### src/rtl/v810_ifq.sv
// V810 instruction prefetch queue: fetches 32-bit words ahead of the decoder and presents up to two halfwords per cycle.
// Optional feature: define V810_IFQ_BYPASS_EN to present fetched data on Q_* in the acknowledge cycle when the queue is empty.
module v810_ifq #(
  parameter int DEPTH = 4
) (
  input  logic        i_clk,
  input  logic        i_res_n,
  input  logic        i_ce,
  input  logic        i_flush,
  input  logic [31:0] i_flush_pc,
  output logic [31:0] o_ia,
  input  logic [31:0] i_id,
  output logic        o_ireq,
  input  logic        i_iack,
  output logic [15:0] o_q_hw0,
  output logic [15:0] o_q_hw1,
  output logic [1:0]  o_q_avail,
  output logic [31:0] o_q_pc,
  input  logic [1:0]  i_cons
);

  localparam int HW = 2 * DEPTH;
  localparam int PW = $clog2(HW);
  localparam int CW = PW + 1;
  localparam logic [CW-1:0] C_CAP = CW'(HW);

  typedef enum logic [1:0] {
    S_IDLE  = 2'd0,
    S_FETCH = 2'd1,
    S_DRAIN = 2'd2
  } state_t;

  state_t        r_state;
  state_t        w_state_nxt;
  logic          r_ireq;
  logic          w_ireq_nxt;
  logic [31:0]   r_ia;
  logic [31:0]   w_ia_nxt;
  logic [31:0]   r_fa;
  logic [31:0]   w_fa_nxt;
  logic          r_odd;
  logic          r_started;
  logic [15:0]   r_mem [HW];
  logic [PW-1:0] r_rd;
  logic [PW-1:0] r_wr;
  logic [CW-1:0] r_count;
  logic [CW-1:0] w_count_nxt;
  logic [31:0]   r_q_pc;

  logic          w_live;
  logic          w_byp;
  logic          w_room;
  logic [31:0]   w_flush_fa;
  logic [1:0]    w_in_n;
  logic [15:0]   w_in_hw0;
  logic [15:0]   w_in_hw1;
  logic [15:0]   w_qhw0;
  logic [15:0]   w_qhw1;
  logic [1:0]    w_qavail;
  logic [15:0]   w_hw0;
  logic [15:0]   w_hw1;
  logic [1:0]    w_avail;
  logic [1:0]    w_cons_eff;
  logic [1:0]    w_skip;
  logic [1:0]    w_wr_n;
  logic [1:0]    w_rd_adv;

  assign w_flush_fa = {i_flush_pc[31:2], 2'b00};
  // Only an acknowledge of a live (non-stale) access delivers data; a flush in the same cycle discards it.
  assign w_live     = i_ce & ~i_flush & i_iack & (r_state == S_FETCH);
  assign w_in_n     = w_live ? (r_odd ? 2'd1 : 2'd2) : 2'd0;
  assign w_in_hw0   = r_odd ? i_id[31:16] : i_id[15:0];
  assign w_in_hw1   = i_id[31:16];

`ifdef V810_IFQ_BYPASS_EN
  assign w_byp = w_live & (r_count == CW'(0));
`else
  assign w_byp = 1'b0;
`endif

  always_comb begin
    w_qhw0   = 16'h0000;
    w_qhw1   = 16'h0000;
    w_qavail = 2'd0;
    if (r_count >= CW'(2)) begin
      w_qavail = 2'd2;
      w_qhw0   = r_mem[r_rd];
      w_qhw1   = r_mem[r_rd + PW'(1)];
    end else if (r_count == CW'(1)) begin
      w_qavail = 2'd1;
      w_qhw0   = r_mem[r_rd];
    end else begin
      w_qavail = 2'd0;
    end
  end

  always_comb begin
    w_avail = w_qavail;
    w_hw0   = w_qhw0;
    w_hw1   = w_qhw1;
    if (w_byp) begin
      w_avail = w_in_n;
      w_hw0   = w_in_hw0;
      w_hw1   = r_odd ? 16'h0000 : w_in_hw1;
    end else begin
      w_avail = w_qavail;
    end
  end

  // Bypassed halfwords that are consumed immediately never enter the queue.
  always_comb begin
    w_cons_eff = 2'd0;
    if (i_ce & ~i_flush) begin
      w_cons_eff = (i_cons > w_avail) ? w_avail : i_cons;
    end else begin
      w_cons_eff = 2'd0;
    end
    w_skip      = w_byp ? w_cons_eff : 2'd0;
    w_wr_n      = w_in_n - w_skip;
    w_rd_adv    = w_cons_eff - w_skip;
    w_count_nxt = r_count + CW'(w_in_n) - CW'(w_cons_eff);
    w_room      = (C_CAP - w_count_nxt) >= CW'(2);
  end

  always_comb begin
    w_state_nxt = r_state;
    w_ireq_nxt  = r_ireq;
    w_ia_nxt    = r_ia;
    w_fa_nxt    = r_fa;
    if (!i_ce) begin
      w_state_nxt = r_state;
    end else if (i_flush) begin
      w_fa_nxt = w_flush_fa;
      if (r_ireq && !i_iack) begin
        w_state_nxt = S_DRAIN;
      end else begin
        w_state_nxt = S_FETCH;
        w_ireq_nxt  = 1'b1;
        w_ia_nxt    = w_flush_fa;
        w_fa_nxt    = w_flush_fa + 32'd4;
      end
    end else begin
      case (r_state)
        S_IDLE: begin
          if (r_started && w_room) begin
            w_state_nxt = S_FETCH;
            w_ireq_nxt  = 1'b1;
            w_ia_nxt    = r_fa;
            w_fa_nxt    = r_fa + 32'd4;
          end else begin
            w_ireq_nxt  = 1'b0;
          end
        end
        S_FETCH: begin
          if (i_iack && w_room) begin
            w_ia_nxt    = r_fa;
            w_fa_nxt    = r_fa + 32'd4;
          end else if (i_iack) begin
            w_state_nxt = S_IDLE;
            w_ireq_nxt  = 1'b0;
          end else begin
            w_ireq_nxt  = 1'b1;
          end
        end
        S_DRAIN: begin
          if (i_iack) begin
            w_state_nxt = S_FETCH;
            w_ia_nxt    = r_fa;
            w_fa_nxt    = r_fa + 32'd4;
          end else begin
            w_ireq_nxt  = 1'b1;
          end
        end
        default: begin
          w_state_nxt = S_IDLE;
          w_ireq_nxt  = 1'b0;
        end
      endcase
    end
  end

  always_ff @(posedge i_clk or negedge i_res_n) begin
    if (!i_res_n) begin
      r_state <= S_IDLE;
      r_ireq  <= 1'b0;
      r_ia    <= 32'h0000_0000;
      r_fa    <= 32'h0000_0000;
    end else begin
      r_state <= w_state_nxt;
      r_ireq  <= w_ireq_nxt;
      r_ia    <= w_ia_nxt;
      r_fa    <= w_fa_nxt;
    end
  end

  // Count, not pointer equality, distinguishes full from empty.
  always_ff @(posedge i_clk or negedge i_res_n) begin
    if (!i_res_n) begin
      r_rd      <= PW'(0);
      r_wr      <= PW'(0);
      r_count   <= CW'(0);
      r_q_pc    <= 32'h0000_0000;
      r_odd     <= 1'b0;
      r_started <= 1'b0;
      for (int i = 0; i < HW; i++) begin
        r_mem[i] <= 16'h0000;
      end
    end else if (i_ce) begin
      if (i_flush) begin
        r_rd      <= PW'(0);
        r_wr      <= PW'(0);
        r_count   <= CW'(0);
        r_q_pc    <= {i_flush_pc[31:1], 1'b0};
        r_odd     <= i_flush_pc[1];
        r_started <= 1'b1;
      end else begin
        r_rd    <= r_rd + PW'(w_rd_adv);
        r_wr    <= r_wr + PW'(w_wr_n);
        r_count <= w_count_nxt;
        r_q_pc  <= r_q_pc + {29'd0, w_cons_eff, 1'b0};
        if (w_live) begin
          r_odd <= 1'b0;
        end
        if (w_wr_n != 2'd0) begin
          r_mem[r_wr] <= (w_skip == 2'd1) ? w_in_hw1 : w_in_hw0;
        end
        if (w_wr_n == 2'd2) begin
          r_mem[r_wr + PW'(1)] <= w_in_hw1;
        end
      end
    end
  end

  assign o_ia      = r_ia;
  assign o_ireq    = r_ireq;
  assign o_q_pc    = r_q_pc;
  assign o_q_hw0   = w_hw0;
  assign o_q_hw1   = w_hw1;
  assign o_q_avail = w_avail;

endmodule

### config.mk
export PLATFORM = sky130hd
export DESIGN_NAME = v810_ifq
export DESIGN_NICKNAME = d
export VERILOG_FILES = /design/src/rtl/v810_ifq.sv
export SDC_FILE = /design/constraint.sdc
export NUM_CORES = 1
export LEC_CHECK = 0
export ABC_AREA = 1
export CAP_MARGIN = 0
export CORE_MARGIN = 10
export CORE_UTILIZATION = 59
export CTS_CLUSTER_DIAMETER = 200
export DETAILED_ROUTE_END_ITERATION = 7
export PLACE_DENSITY = 0.82
export REMOVE_ABC_BUFFERS = 1
export SETUP_SLACK_MARGIN = 0.02
export SLEW_MARGIN = 25
export SYNTH_ARGS = -nofsm -noshare
export SYNTH_HDL_FRONTEND = slang
export SYNTH_SLANG_ARGS = --single-unit
### constraint.sdc
create_clock -name i_clk -period 7.55 [get_ports i_clk]
set_input_delay 1.8875 -clock i_clk [delete_from_list [all_inputs] [get_ports i_clk]]
set_output_delay 1.8875 -clock i_clk [all_outputs]
set_load 0.02 [all_outputs]
==> results of run 1 <==
cell type report:
cell class                 instances  area [um^2]  share of cell area (%)
multi-input combinational       1732         9006                   46.87
clock inverter                    12        196.4                   1.022
inverter                         263        988.4                   5.145
sequential                       235         5882                   30.61
timing repair buffer             192         1876                   9.762
tap                              378        473.0                   2.462
clock buffer                      39        792.0                   4.122
cells in the final DEF (no fill, tap or decap), drive strengths merged, types with 32 or more instances in the layout:
master         netlist  layout
inv                258     257
a21oi              149     149
a32oi              112     112
dfrtp              235     235
nand4               62      62
a31oi               34      34
nor2               139     139
clkbuf             123      39
nand3              162     162
o21ai              326     326
nand2              580     580
xor2                32      32
clkdlybuf4s50        0     165
worst paths after layout:
path	start	end	slack [ns]
max	r_rd[0]	o_q_hw1[15]	1.30
min	r_started	r_started	0.47
max reg2reg	r_count[2]	r_fa[28]	2.51
min reg2reg	r_started	r_started	0.47
max in group asynchronous	i_res_n	r_mem[22]	4.57
min in group asynchronous	i_res_n	r_mem[125]	1.41
power groups by stage:
stage / clock (mW) / combinational (mW) / sequential (mW)
after detailed placement: 0 / 2.74 / 1.81
after global routing: 1.53 / 3.03 / 1.84
after global placement: 0 / 2.68 / 1.81
after floorplan: 0 / 1.46 / 1.89
final: 1.48 / 2.78 / 1.81
after CTS: 1.48 / 2.75 / 1.80
registers in the layout, indices dropped and copies added (netlist names):
name       cells
r_state        2
r_count        4
r_started      1
r_odd          1
o_ia          31
o_q_pc        31
r_fa          30
r_rd           3
o_ireq         1
r_wr           3
r_mem        128
metrics by stage:
step	std cells	util (%)	power, mW
after floorplan	2230	-	3.349
after global placement	2799	65.50	4.489
after detailed placement	2799	65.52	4.555
after CTS	2850	69.07	6.024
after global routing	2851	69.16	6.400
final	2851	69.16	6.070
per-layer routing:
metal	wire length [um]	vias up	share of wire, %
met5	0	-	0
met4	4275	0	6.8
met3	8434	338	13
met2	27770	1521	44
met1	22790	8638	36
li1	-	8338	-
cell families after synthesis:
| logic type | Yosys count | synth area share, % |
|---|---|---|
| AND/OR/NAND/NOR | 972 | 25.08 |
| XOR/XNOR | 42 | 2.219 |
| other | 1 | 0.02262 |
| flip-flops | 235 | 35.47 |
| adder cells (fa/ha/maj) | 22 | 1.887 |
| buffers and inverters | 434 | 10.30 |
| AO/OA/AOI/OAI | 695 | 25.02 |
==> flow_summary.ini, run 1 <==
[pwr]
clock_power_share_pct = 24.3
pwr-share-comb_pct = 45.8
p_leak_nw = 8.550
p_seq_share_pct = 29.8
ir_worst_vdd_v = 0.0001985
sw_frac_of_total_pct = 42.89
p_per_area_nw_per_um2 = 315.9
intPower_mw = 3.466
p_switching_mw = 2.604

[drt]
dr_total_vias = 18840
wl_per_cell_um = 22.19
drcViolationCount = 5
firstDrtPassIters = 8
postRouteAntennaNets = 0
via_per_inst = 6.606
drtIter0Drc = 3312
wl_mm = 63.27

[placed_design]
io_buffer_count = 167
dpl_worst_slack_ns = 0.9402
place_congestion = 0.9992
post_dp_cell_area_um2 = 18200
hpwl_mm = 39.85

[cells_and_area]
drive_gt1_share_pct = 4.731
antenna_cells = 0
area_growth_pct = 15.89
fin_area_um2 = 19210
fill_cells = 2355
layout.nets = 2545

[timing]
max_freq_ghz = 0.1600
finalCriticalPeriod_ns = 6.251
hold_viol = 0
finalCritPeriodShare_pct = 82.80
slew_viol_final = 0
fin_skew_ns = 0.01897
worst_slack_ns = 1.299
worst_pin_slew_ns = 1.066
rsz0062_at_grt = false
setup_viol = 0
slew_headroom_pct = 28.49
holdWs_ns = 0.4701
final.setup.tns_ns = 0

[clock_tree]
cts_made_buffers = 28
htree_levels = 1
clk_pin_slew_ns = 0.06
cts-root-buf = clkbuf_16
post_cts_buffers = 0
clock_latency_ns = 0.56
hold_buffers = 0
cts_tree = built
clockBufferDepth = 3
cts.repair.resized = 0
cts_sinks = 235

[synth]
yosysUniqueCellTypes = 43
synthTopCellsByCount = nand2_1, o21ai_0, inv_1
synthCells = 2401
synthArstFlopShare_pct = 100.0
synthMostInstantiatedCell = nand2_1
synth_area_um2 = 16580
ys_ff_latch = 235
yosysWarningCount = 0
synthFlopType = dfrtp_1
yosysSeqAreaShare_pct = 35.47
syn_area_per_cell_um2 = 6.905
ys_top_cells_by_area = dfrtp_1, nand2_1, o21ai_0
yosysTopAreaCellShare_pct = 35.47
yosysTopAreaCell = dfrtp_1
synth_edf_count = 0

[critical_path]
setup.worst_path.end_class = primary output
path_cells = ha_1 -> inv_2 -> a21oi_1 -> o21ai_0 -> a311oi_1 -> clkdlybuf4s50_1
crit_slowest_cell = ha_1
cp.arrival_ns = 4.36
path_depth = 6
r2r_cells = 25
crit_type = reg2out
crit_family = buffers and inverters
cp_max_fo = 48
cpPeakStageDelay_ns = 0.99
setup.worst_path.start_class = flop
crit_buf_inv = 2
required_ns = 5.66

[global_routing]
grt_max_degree = 115
grt_usage_pct = 34.25
grtUsageMet3_pct = 8.887
antenna_found_initial = 0
grt_first_pass_wirelength_mm = 98.72
gr-usage-met2_pct = 52.83
grt_pass1_vias = 18240
use_met1_pct = 42.17
grt-busiest-layer = met2
overflow = 0

[run_status]
violations = DRC
status = finished with violations

[flow_run]
max_cap_violations = 0

[worst_hold_path]
hold_path.class = reg2reg
holdPathStages = 1

[floorplan]
fp.dieH_um = 187.6
coreArea_um2 = 27780
ios = 170
die_x_um = 187.6
rows = 61
start_util_pct = 59.68
dieArea_um2 = 35210
No activity file was read; power rests on OpenSTA's default activity.
==> inputs of run 2 (changes only) <==
- CORE_UTILIZATION: 59 -> 58
- PLACE_DENSITY: 0.82 -> 0.81
- clock period: 7.55 -> 6.5 ns (I/O delays scaled with it)
==> flow_summary.ini, run 2 (synthesis gave the netlist of run 1 again) <==
[global_routing]
grt_pass1_vias = 18010
grt_first_pass_wirelength_mm = 99.17
grt_max_degree = 158
grt_usage_pct = 34.00
antenna_found_initial = 1
overflow = 0

[clock_tree]
hold_buffers = 0
clockBufferDepth = 3
htree_levels = 1
cts-root-buf = clkbuf_16
post_cts_buffers = 0
cts_tree = built
cts.repair.resized = 0
cts_sinks = 235
cts_made_buffers = 28
clk_pin_slew_ns = 0.06
clock_latency_ns = 0.56

[floorplan]
dieArea_um2 = 35750
die_x_um = 189.1
start_util_pct = 59.19
fp.dieH_um = 189.1
coreArea_um2 = 28010
rows = 61
ios = 170

[cells_and_area]
layout.nets = 2547
fill_cells = 2445
area_growth_pct = 15.62
final_cell_mix = nand2_1, o21ai_0, inv_1
largest_reg_flops = 128
fin_area_um2 = 19170
final_common_cell = nand2_1
antenna_cells = 0
stdcell_count = 2851
largest_register = r_mem
drive_gt1_share_pct = 4.650

[drt]
wl_mm = 63.06
firstDrtPassIters = 7
via_per_inst = 6.576
postRouteAntennaNets = 0
drtIter0Drc = 2637
drcViolationCount = 0
dr_total_vias = 18750
wl_per_cell_um = 22.12

[pwr]
ir_worst_vdd_v = 0.0002213
p_leak_nw = 8.517
p_per_area_nw_per_um2 = 364.6

[critical_path]
required_ns = 4.88
path_cells = ha_1 -> inv_1 -> buf_4 -> o21ai_0 -> a21oi_1 -> a211oi_1 -> a311oi_1 -> clkdlybuf4s50_1
setup.worst_path.end_class = primary output
cp_max_fo = 48
setup.worst_path.start_class = flop
crit_type = reg2out
cpPeakStageDelay_ns = 0.87
cp.arrival_ns = 4.61
crit_slowest_cell = dfrtp_2

[timing]
rsz0062_at_grt = false
finalCriticalPeriod_ns = 6.236
fin_skew_ns = 0.008811
max_freq_ghz = 0.1604
worst_pin_slew_ns = 1.165
hold_viol = 0
setup_viol = 0
finalCritPeriodShare_pct = 95.94
slew_viol_final = 0
slew_headroom_pct = 22.26

[placed_design]
hpwl_mm = 39.64
dp.cells = 2802
place_congestion = 0.9715
post_dp_cell_area_um2 = 18240
io_buffer_count = 167

[worst_hold_path]
hold_path.class = reg2reg

[flow_run]
max_cap_violations = 0

[run_status]
status = finished, final reports clean
[run 2: final timing paths]
| path | start | to | slack, ns | depth (start not counted) |
|---|---|---|---|---|
| min | o_ia[23] | o_ia[23] | 0.47 | 2 |
| min in group asynchronous | i_res_n | r_mem[103] | 1.07 | 1 |
| max reg2reg | r_count[2] | o_ia[26] | 1.51 | 26 |
| min reg2reg | o_ia[23] | o_ia[23] | 0.47 | 2 |
| max in group asynchronous | i_res_n | r_rd[0] | 4.19 | 2 |
| max | r_rd[0] | o_q_hw1[4] | 0.26 | 8 |
[run 2: area by class of cell]
type                    count  area, um^2  share of cell area [%]
multi-input cells        1732        9001                   46.96
flip-flops and latches    235        5882                   30.68
repair buffers            194        1899                   9.908
inverters                 263       988.4                   5.156
clock buffers              38       768.2                   4.008
well taps                 378       473.0                   2.467
clock inverters            11       157.7                  0.8224
[run 2: routing by layer]
layer | global-route usage [%] | share of wire, % | vias up
met1 | 42.30 | 36 | 8605
li1 | - | - | 8352
met3 | 9.316 | 14 | 291
met2 | 52.35 | 44 | 1499
met5 | 0.4261 | 0 | -
met4 | 19.23 | 6.2 | 0
[run 2: report_power, final]
part | internal [mW] | leakage (nW) | total [mW] | switching [mW]
clock network | 0.946 | 0.445 | 1.62 | 0.670
registers | 1.80 | 2.52 | 2.12 | 0.325
logic | 1.20 | 5.56 | 3.25 | 2.05
[run 2: metrics by stage]
step / util, % / total power, mW / setup TNS, ns / setup slack (ns) / hold slack [ns]
3_3_place_gp: 65.13 / 5.228 / 0 / 0.5451 / 0.4520
5_1_grt: 68.44 / 7.355 / 0 / 0.2964 / 0.4924
4_1_cts: 68.44 / 6.931 / 0 / 0.5201 / 0.4716
6_report: 68.44 / 6.989 / 0 / 0.2640 / 0.4706
3_5_place_dp: 65.13 / 5.313 / 0 / 0.4504 / 0.4585
2_1_floorplan: - / 3.889 / -72.40 / -1.189 / 0.4400
[run 2: critical path: cells and delay by family, from the launching register on]
family | cells | cell delay [ns]
DFF | 1 | 0.87
buffers and inverters | 3 | 1.43
adders and majority gates | 1 | 0.74
AOI/OAI and AO/OA | 4 | 0.98
